$ cat src/rtl/lcd_vram_arbiter.sv
// VRAM arbiter between the LCD scanout prefetcher (fixed priority) and a host
// port, with a starvation guard and a tag pipeline routing read data back.
module lcd_vram_arbiter #(
  parameter int ADDR_W     = 17,
  parameter int DATA_W     = 16,
  parameter int MEM_LAT    = 1,
  parameter int MAX_STARVE = 8
) (
  input  logic              PixelClk,
  input  logic              nRST,
  input  logic              disp_req,
  input  logic [ADDR_W-1:0] disp_addr,
  input  logic              disp_urgent,
  output logic              disp_ack,
  output logic              disp_rvalid,
  output logic [DATA_W-1:0] disp_rdata,
  input  logic              host_valid,
  input  logic              host_we,
  input  logic [ADDR_W-1:0] host_addr,
  input  logic [DATA_W-1:0] host_wdata,
  output logic              host_ready,
  output logic              host_rvalid,
  output logic [DATA_W-1:0] host_rdata,
  output logic              mem_ce,
  output logic              mem_we,
  output logic [ADDR_W-1:0] mem_addr,
  output logic [DATA_W-1:0] mem_wdata,
  input  logic [DATA_W-1:0] mem_rdata
);

  localparam logic [7:0] STARVE_LIM = 8'(MAX_STARVE);

  // Handshakes: a host request transfers in a cycle where host_valid and
  // host_ready are both high; a scanout request transfers where disp_req and
  // disp_ack are both high. The requester must hold its fields until then.
  logic [7:0] starve_cnt;
  logic       force_host;
  logic       grant_host;
  logic       grant_disp;
  logic       issue_rd;

  always_comb begin
    force_host = (starve_cnt == STARVE_LIM) && host_valid && !disp_urgent;
    grant_host = nRST && host_valid && (force_host || !disp_req);
    grant_disp = nRST && disp_req && !grant_host;
    issue_rd   = grant_disp || (grant_host && !host_we);
  end

  assign disp_ack   = grant_disp;
  assign host_ready = grant_host;

  // Counts consecutive denied host cycles; stays at the limit while urgent.
  always_ff @(posedge PixelClk or negedge nRST) begin
    if (!nRST) begin
      starve_cnt <= '0;
    end else if (!host_valid || grant_host) begin
      starve_cnt <= '0;
    end else if (starve_cnt != STARVE_LIM) begin
      starve_cnt <= starve_cnt + 8'd1;
    end
  end

  always_ff @(posedge PixelClk or negedge nRST) begin
    if (!nRST) begin
      mem_ce    <= 1'b0;
      mem_we    <= 1'b0;
      mem_addr  <= '0;
      mem_wdata <= '0;
    end else begin
      mem_ce <= grant_host || grant_disp;
      if (grant_host) begin
        mem_we    <= host_we;
        mem_addr  <= host_addr;
        mem_wdata <= host_wdata;
      end else if (grant_disp) begin
        mem_we   <= 1'b0;
        mem_addr <= disp_addr;
      end
    end
  end

  // Stage k holds the tag of the access issued k+1 cycles ago; the last stage
  // lines up with mem_rdata for that access.
  logic [MEM_LAT:0] tag_vld;
  logic [MEM_LAT:0] tag_host;

  always_ff @(posedge PixelClk or negedge nRST) begin
    if (!nRST) begin
      tag_vld  <= '0;
      tag_host <= '0;
    end else begin
      tag_vld  <= {tag_vld[MEM_LAT-1:0], issue_rd};
      tag_host <= {tag_host[MEM_LAT-1:0], grant_host};
    end
  end

  always_ff @(posedge PixelClk or negedge nRST) begin
    if (!nRST) begin
      host_rvalid <= 1'b0;
      disp_rvalid <= 1'b0;
      host_rdata  <= '0;
      disp_rdata  <= '0;
    end else begin
      host_rvalid <= tag_vld[MEM_LAT] && tag_host[MEM_LAT];
      disp_rvalid <= tag_vld[MEM_LAT] && !tag_host[MEM_LAT];
      if (tag_vld[MEM_LAT] && tag_host[MEM_LAT]) begin
        host_rdata <= mem_rdata;
      end
      if (tag_vld[MEM_LAT] && !tag_host[MEM_LAT]) begin
        disp_rdata <= mem_rdata;
      end
    end
  end

endmodule

$ cat config.mk
export PLATFORM = sky130hd
export DESIGN_NAME = lcd_vram_arbiter
export DESIGN_NICKNAME = d
export VERILOG_FILES = /design/src/rtl/lcd_vram_arbiter.sv
export SDC_FILE = /design/constraint.sdc
export NUM_CORES = 1
export LEC_CHECK = 0
export CAP_MARGIN = 20
export CORE_UTILIZATION = 42
export CTS_CLUSTER_DIAMETER = 60
export DETAILED_ROUTE_END_ITERATION = 8
export GPL_TIMING_DRIVEN = 0
export PLACE_DENSITY_LB_ADDON = 0.12
export SYNTH_ARGS = -nofsm -noshare
export SYNTH_HDL_FRONTEND = slang
export SYNTH_SLANG_ARGS = --single-unit
$ cat constraint.sdc
create_clock -name PixelClk -period 2.5 [get_ports PixelClk]
set_clock_uncertainty 0.05 [all_clocks]
set_input_delay 0.5 -clock PixelClk [delete_from_list [all_inputs] [get_ports PixelClk]]
set_output_delay 0.5 -clock PixelClk [all_outputs]
set_load 0.02 [all_outputs]
==> key figures, run 1 <==
Global route
  – Vias in the first global route: 2,354
  – GR Overflow Total: 0
  – Pin count of the biggest net entering global routing: 59
  – First-pass GRT wire length: around 11,000 um
  – Initial antenna violation count: 0
  – Gr usage total: a little under a fifth

Power and ir drop
  – PwrDens: about 740 mW/mm^2
  – Max VDD drop: 0.293 mV
  – Power, Total: 3.73 mW
  – Pleak: 2.17 nW

Placed design
  – I/O Buffers: 142
  – Placement Setup Slack: -0.878 ns
  – Dpl cell area: 0.00479 sq mm
  – Final Wtd Congestion: 0.787
  – Detailed Place HPWL: 5170 um

Detailed routing
  – Vias: 2,317
  – Vias per Instance: 4.81
  – Max layer used: met4
  – Met3 Wirelength: 415 um
  – Detailed Route Iter0 Violations: 45
  – Antenna Violating Nets Remaining: 0
  – # DRC: 0
  – First drt pass iteration count: 4
  – Wire length per cell: between 10 and 15 um
  – Metal2 WL: 3640 um
  – M1 WL: 2960 um
  – WL final: slightly above 7000 um

Critical path
  – Crit Path Category: reg2out
  – Worst reg2reg startpoint: starve_cnt[0]
  – R2R depth: 8
  – Critical Path Start Type: register
  – Worst-path cell chain: inv_1 -> ha_2 -> or4b_4 -> o21a_4 -> o211a_4 -> buf_6
  – Slowest stage delay, CP: 0.46 ns
  – Critical path arrival: 2.04 ns
  – CP Data Required Time: between 1.5 and 2 ns
  – CP Launch Point: starve_cnt[0]
  – CP Max Fanout: 3
  – Max stage delay cell, worst path: or4b_4
  – Worst setup EP type: output port

Yosys
  – Area share of the largest cell type after synthesis: roughly 63%
  – Cells after Synth: 218
  – Synth cell types: 35
  – Yosys top cell by area: dfrtp_1
  – Synth top area cells: dfrtp_1 63%, mux2_2 16%, and2_1 3.3%, a221o_1 2.8%, a221o_2 2.8%
  – Sequential element share of the synthesized area: 63.0%
  – Cell Area, Synth: around 0.0032 sq mm
  – Syn_area_per_cell: 14.8 sq um
  – Syn. warnings: 0
  – Mapped Nets: about 300
  – Synthesized flop and latch total: 81

STA
  – Relative slew margins: 60.3%
  – Unrepaired setup endpoints after global routing: yes
  – Actual slew at the worst max-slew pin: 0.591 ns
  – Minimum clock period: ~2.6 ns
  – Final worst setup slack: -0.0895 ns
  – Fmax achieved: 386 MHz
  – Tcrit/Tclk final: 104%
  – Pins Over Slew Limit: 0
  – Final hold vios: 0
  – # setup viols final: 2

Run status
  – Status: finished with violations
  – Failing checks: setup timing

Die
  – Top-Level Pins: 143
  – Initial Utilization: ~44%
  – Die Y-Extent: 89.6 um
  – Die area: roughly 0.0080 sq mm
  – Core Footprint: 0.00733 sq mm
  – Chip width: 89.6 um
  – Core Rows: 31

Clocking
  – Clock slew at reported path FFs: 0.08 ns
  – Clk Latency, worst-skew pair: 0.33 ns
  – H-tree depth: 3
  – CTS tree: done
  – CTS Buf Count: 9
  – CTS root buffer: clkbuf_8
  – # hold bufs at CTS: 0
  – Clock Path Buffers: 2
  – TritonCTS Sinks: 81

Finish
  – Layout Nets: 453
  – Proportion of layout cells with a drive suffix above 1: 24.0%
  – Ant diodes: 0
  – Area Growth Syn to Fin: 57.1%
  – Fillers: approximately 550
  – Post-route design area: 0.00506 sq mm

Min path
  – HP Class: in2async

Job
  – Max Cap Viol: 0
## layout by cell type, fill, tap and decap left out, types with 2 or more instances in the layout
cell,count
buf_4,11
and2_1,17
bufinv_16,2
clkbuf_8,9
mux2_2,47
nand3_1,5
dfrtp_1,81
nand2_1,2
xor2_1,5
clkbuf_1,5
inv_1,6
nor2_1,7
a221o_1,9
buf_6,3
a221o_2,8
clkdlybuf4s50_1,138
a21oi_1,2
## worst max-delay path: cells and delay by family (launching register included)
family | cells | cell delay [ns]
compound gates | 2 | 0.51
simple gates | 1 | 0.46
flops | 1 | 0.39
buf+inv | 2 | 0.19
fa+ha+maj | 1 | 0.15
## cell type report
type / count / area (sq um) / share of cell area (%)
buffer: 8 / 42.5 / 0.841
clock buffer: 10 / 128 / 2.52
clock inverter: 5 / 81.3 / 1.61
inverter: 6 / 22.5 / 0.445
multi-input combinational: 121 / 1120 / 22.1
sequential: 81 / 2030 / 40.1
tap: 99 / 124 / 2.45
timing repair buffer: 152 / 1520 / 30.0
## cell families after synthesis
family	synth area share, %
buffers and inverters	2.64
adder cells (fa/ha/maj)	0.777
multiplexers	17.1
XOR/XNOR	1.63
AO/OA/AOI/OAI	7.27
flip-flops	63.0
AND/OR/NAND/NOR	7.62
## flip-flops by register name, summed over array words and instances, names as in the netlist
name,flops
mem_ce,1
mem_we,1
host_rdata,16
disp_rvalid,1
tag_host,2
host_rvalid,1
mem_wdata,16
disp_rdata,16
mem_addr,17
starve_cnt,8
tag_vld,2
## metal layers
layer / vias up / track usage [%]
li1: 1096 / -
met1: 1127 / 21.9
met2: 82 / 31.5
met3: 12 / 4.25
met4: 0 / 6.64
met5: - / 0
## cells in the mapped netlist
master,number
a221o_1,9
nand2_1,2
buf_1,1
o211a_1,1
and2_1,17
nand3_1,5
o21ai_0,1
a21oi_1,2
o21ai_1,1
mux2i_1,1
clkbuf_1,4
nor2_4,1
xnor2_1,1
or4b_1,1
inv_1,6
mux2_2,47
buf_2,2
or4b_2,1
ha_1,2
and3_1,1
nand2b_1,1
mux2_1,1
a22o_1,1
or4b_4,1
dfrtp_1,81
a221o_2,8
xor2_1,5
buf_6,1
and3_2,1
or2b_1,1
buf_4,1
nand3b_1,1
buf_8,1
o21a_4,1
nor2_1,7
## path summary, 6_finish.rpt
path | to | slack [ns]
min in group PixelClk | tag_host[1] | 0.30
worst min-delay path | mem_wdata[15] | 0.02
worst max-delay path | disp_ack | -0.09
worst max register to register | mem_addr[5] | 0.08
max in group asynchronous | mem_addr[10] | 1.79
worst min register to register | tag_host[1] | 0.30
## timing repair
action	in CTS	in global routing
gates resized for setup	15	2
buffers inserted	5	4
pin swaps	4	3
endpoints found under the setup margin	2	6
## per-stage QoR
step	cells	hold slack (ns)	util, %	setup TNS [ns]
after CTS	479	0.0207	68.6	-0.158
after detailed placement	460	0.286	65.3	-3.83
after global placement	459	0.283	65.0	-291.72
after floorplan	218	0.154	-	0
after global routing	482	0.0361	69.0	-0.286
final	482	0.0212	69.0	-0.140
## power breakdown
group / switching [mW] / total [mW] / internal [mW]
Sequential: 0.101 / 1.61 / 1.51
Clock: 0.447 / 1.00 / 0.558
Combinational: 0.486 / 1.11 / 0.622
(Power assumes the default switching activity.)
==> run 2: changes to the inputs <==
--- a/config.mk
+++ b/config.mk
@@ -5,12 +5,14 @@
 export SDC_FILE = /design/constraint.sdc
 export NUM_CORES = 1
 export LEC_CHECK = 0
+export ABC_CLOCK_PERIOD_IN_PS = 2500
 export CAP_MARGIN = 20
 export CORE_UTILIZATION = 42
 export CTS_CLUSTER_DIAMETER = 60
 export DETAILED_ROUTE_END_ITERATION = 8
 export GPL_TIMING_DRIVEN = 0
 export PLACE_DENSITY_LB_ADDON = 0.12
+export SLEW_MARGIN = 20
 export SYNTH_ARGS = -nofsm -noshare
 export SYNTH_HDL_FRONTEND = slang
 export SYNTH_SLANG_ARGS = --single-unit
==> results of run 2 <==
No change in the layout: final DEF, timing and power equal those of run 1.
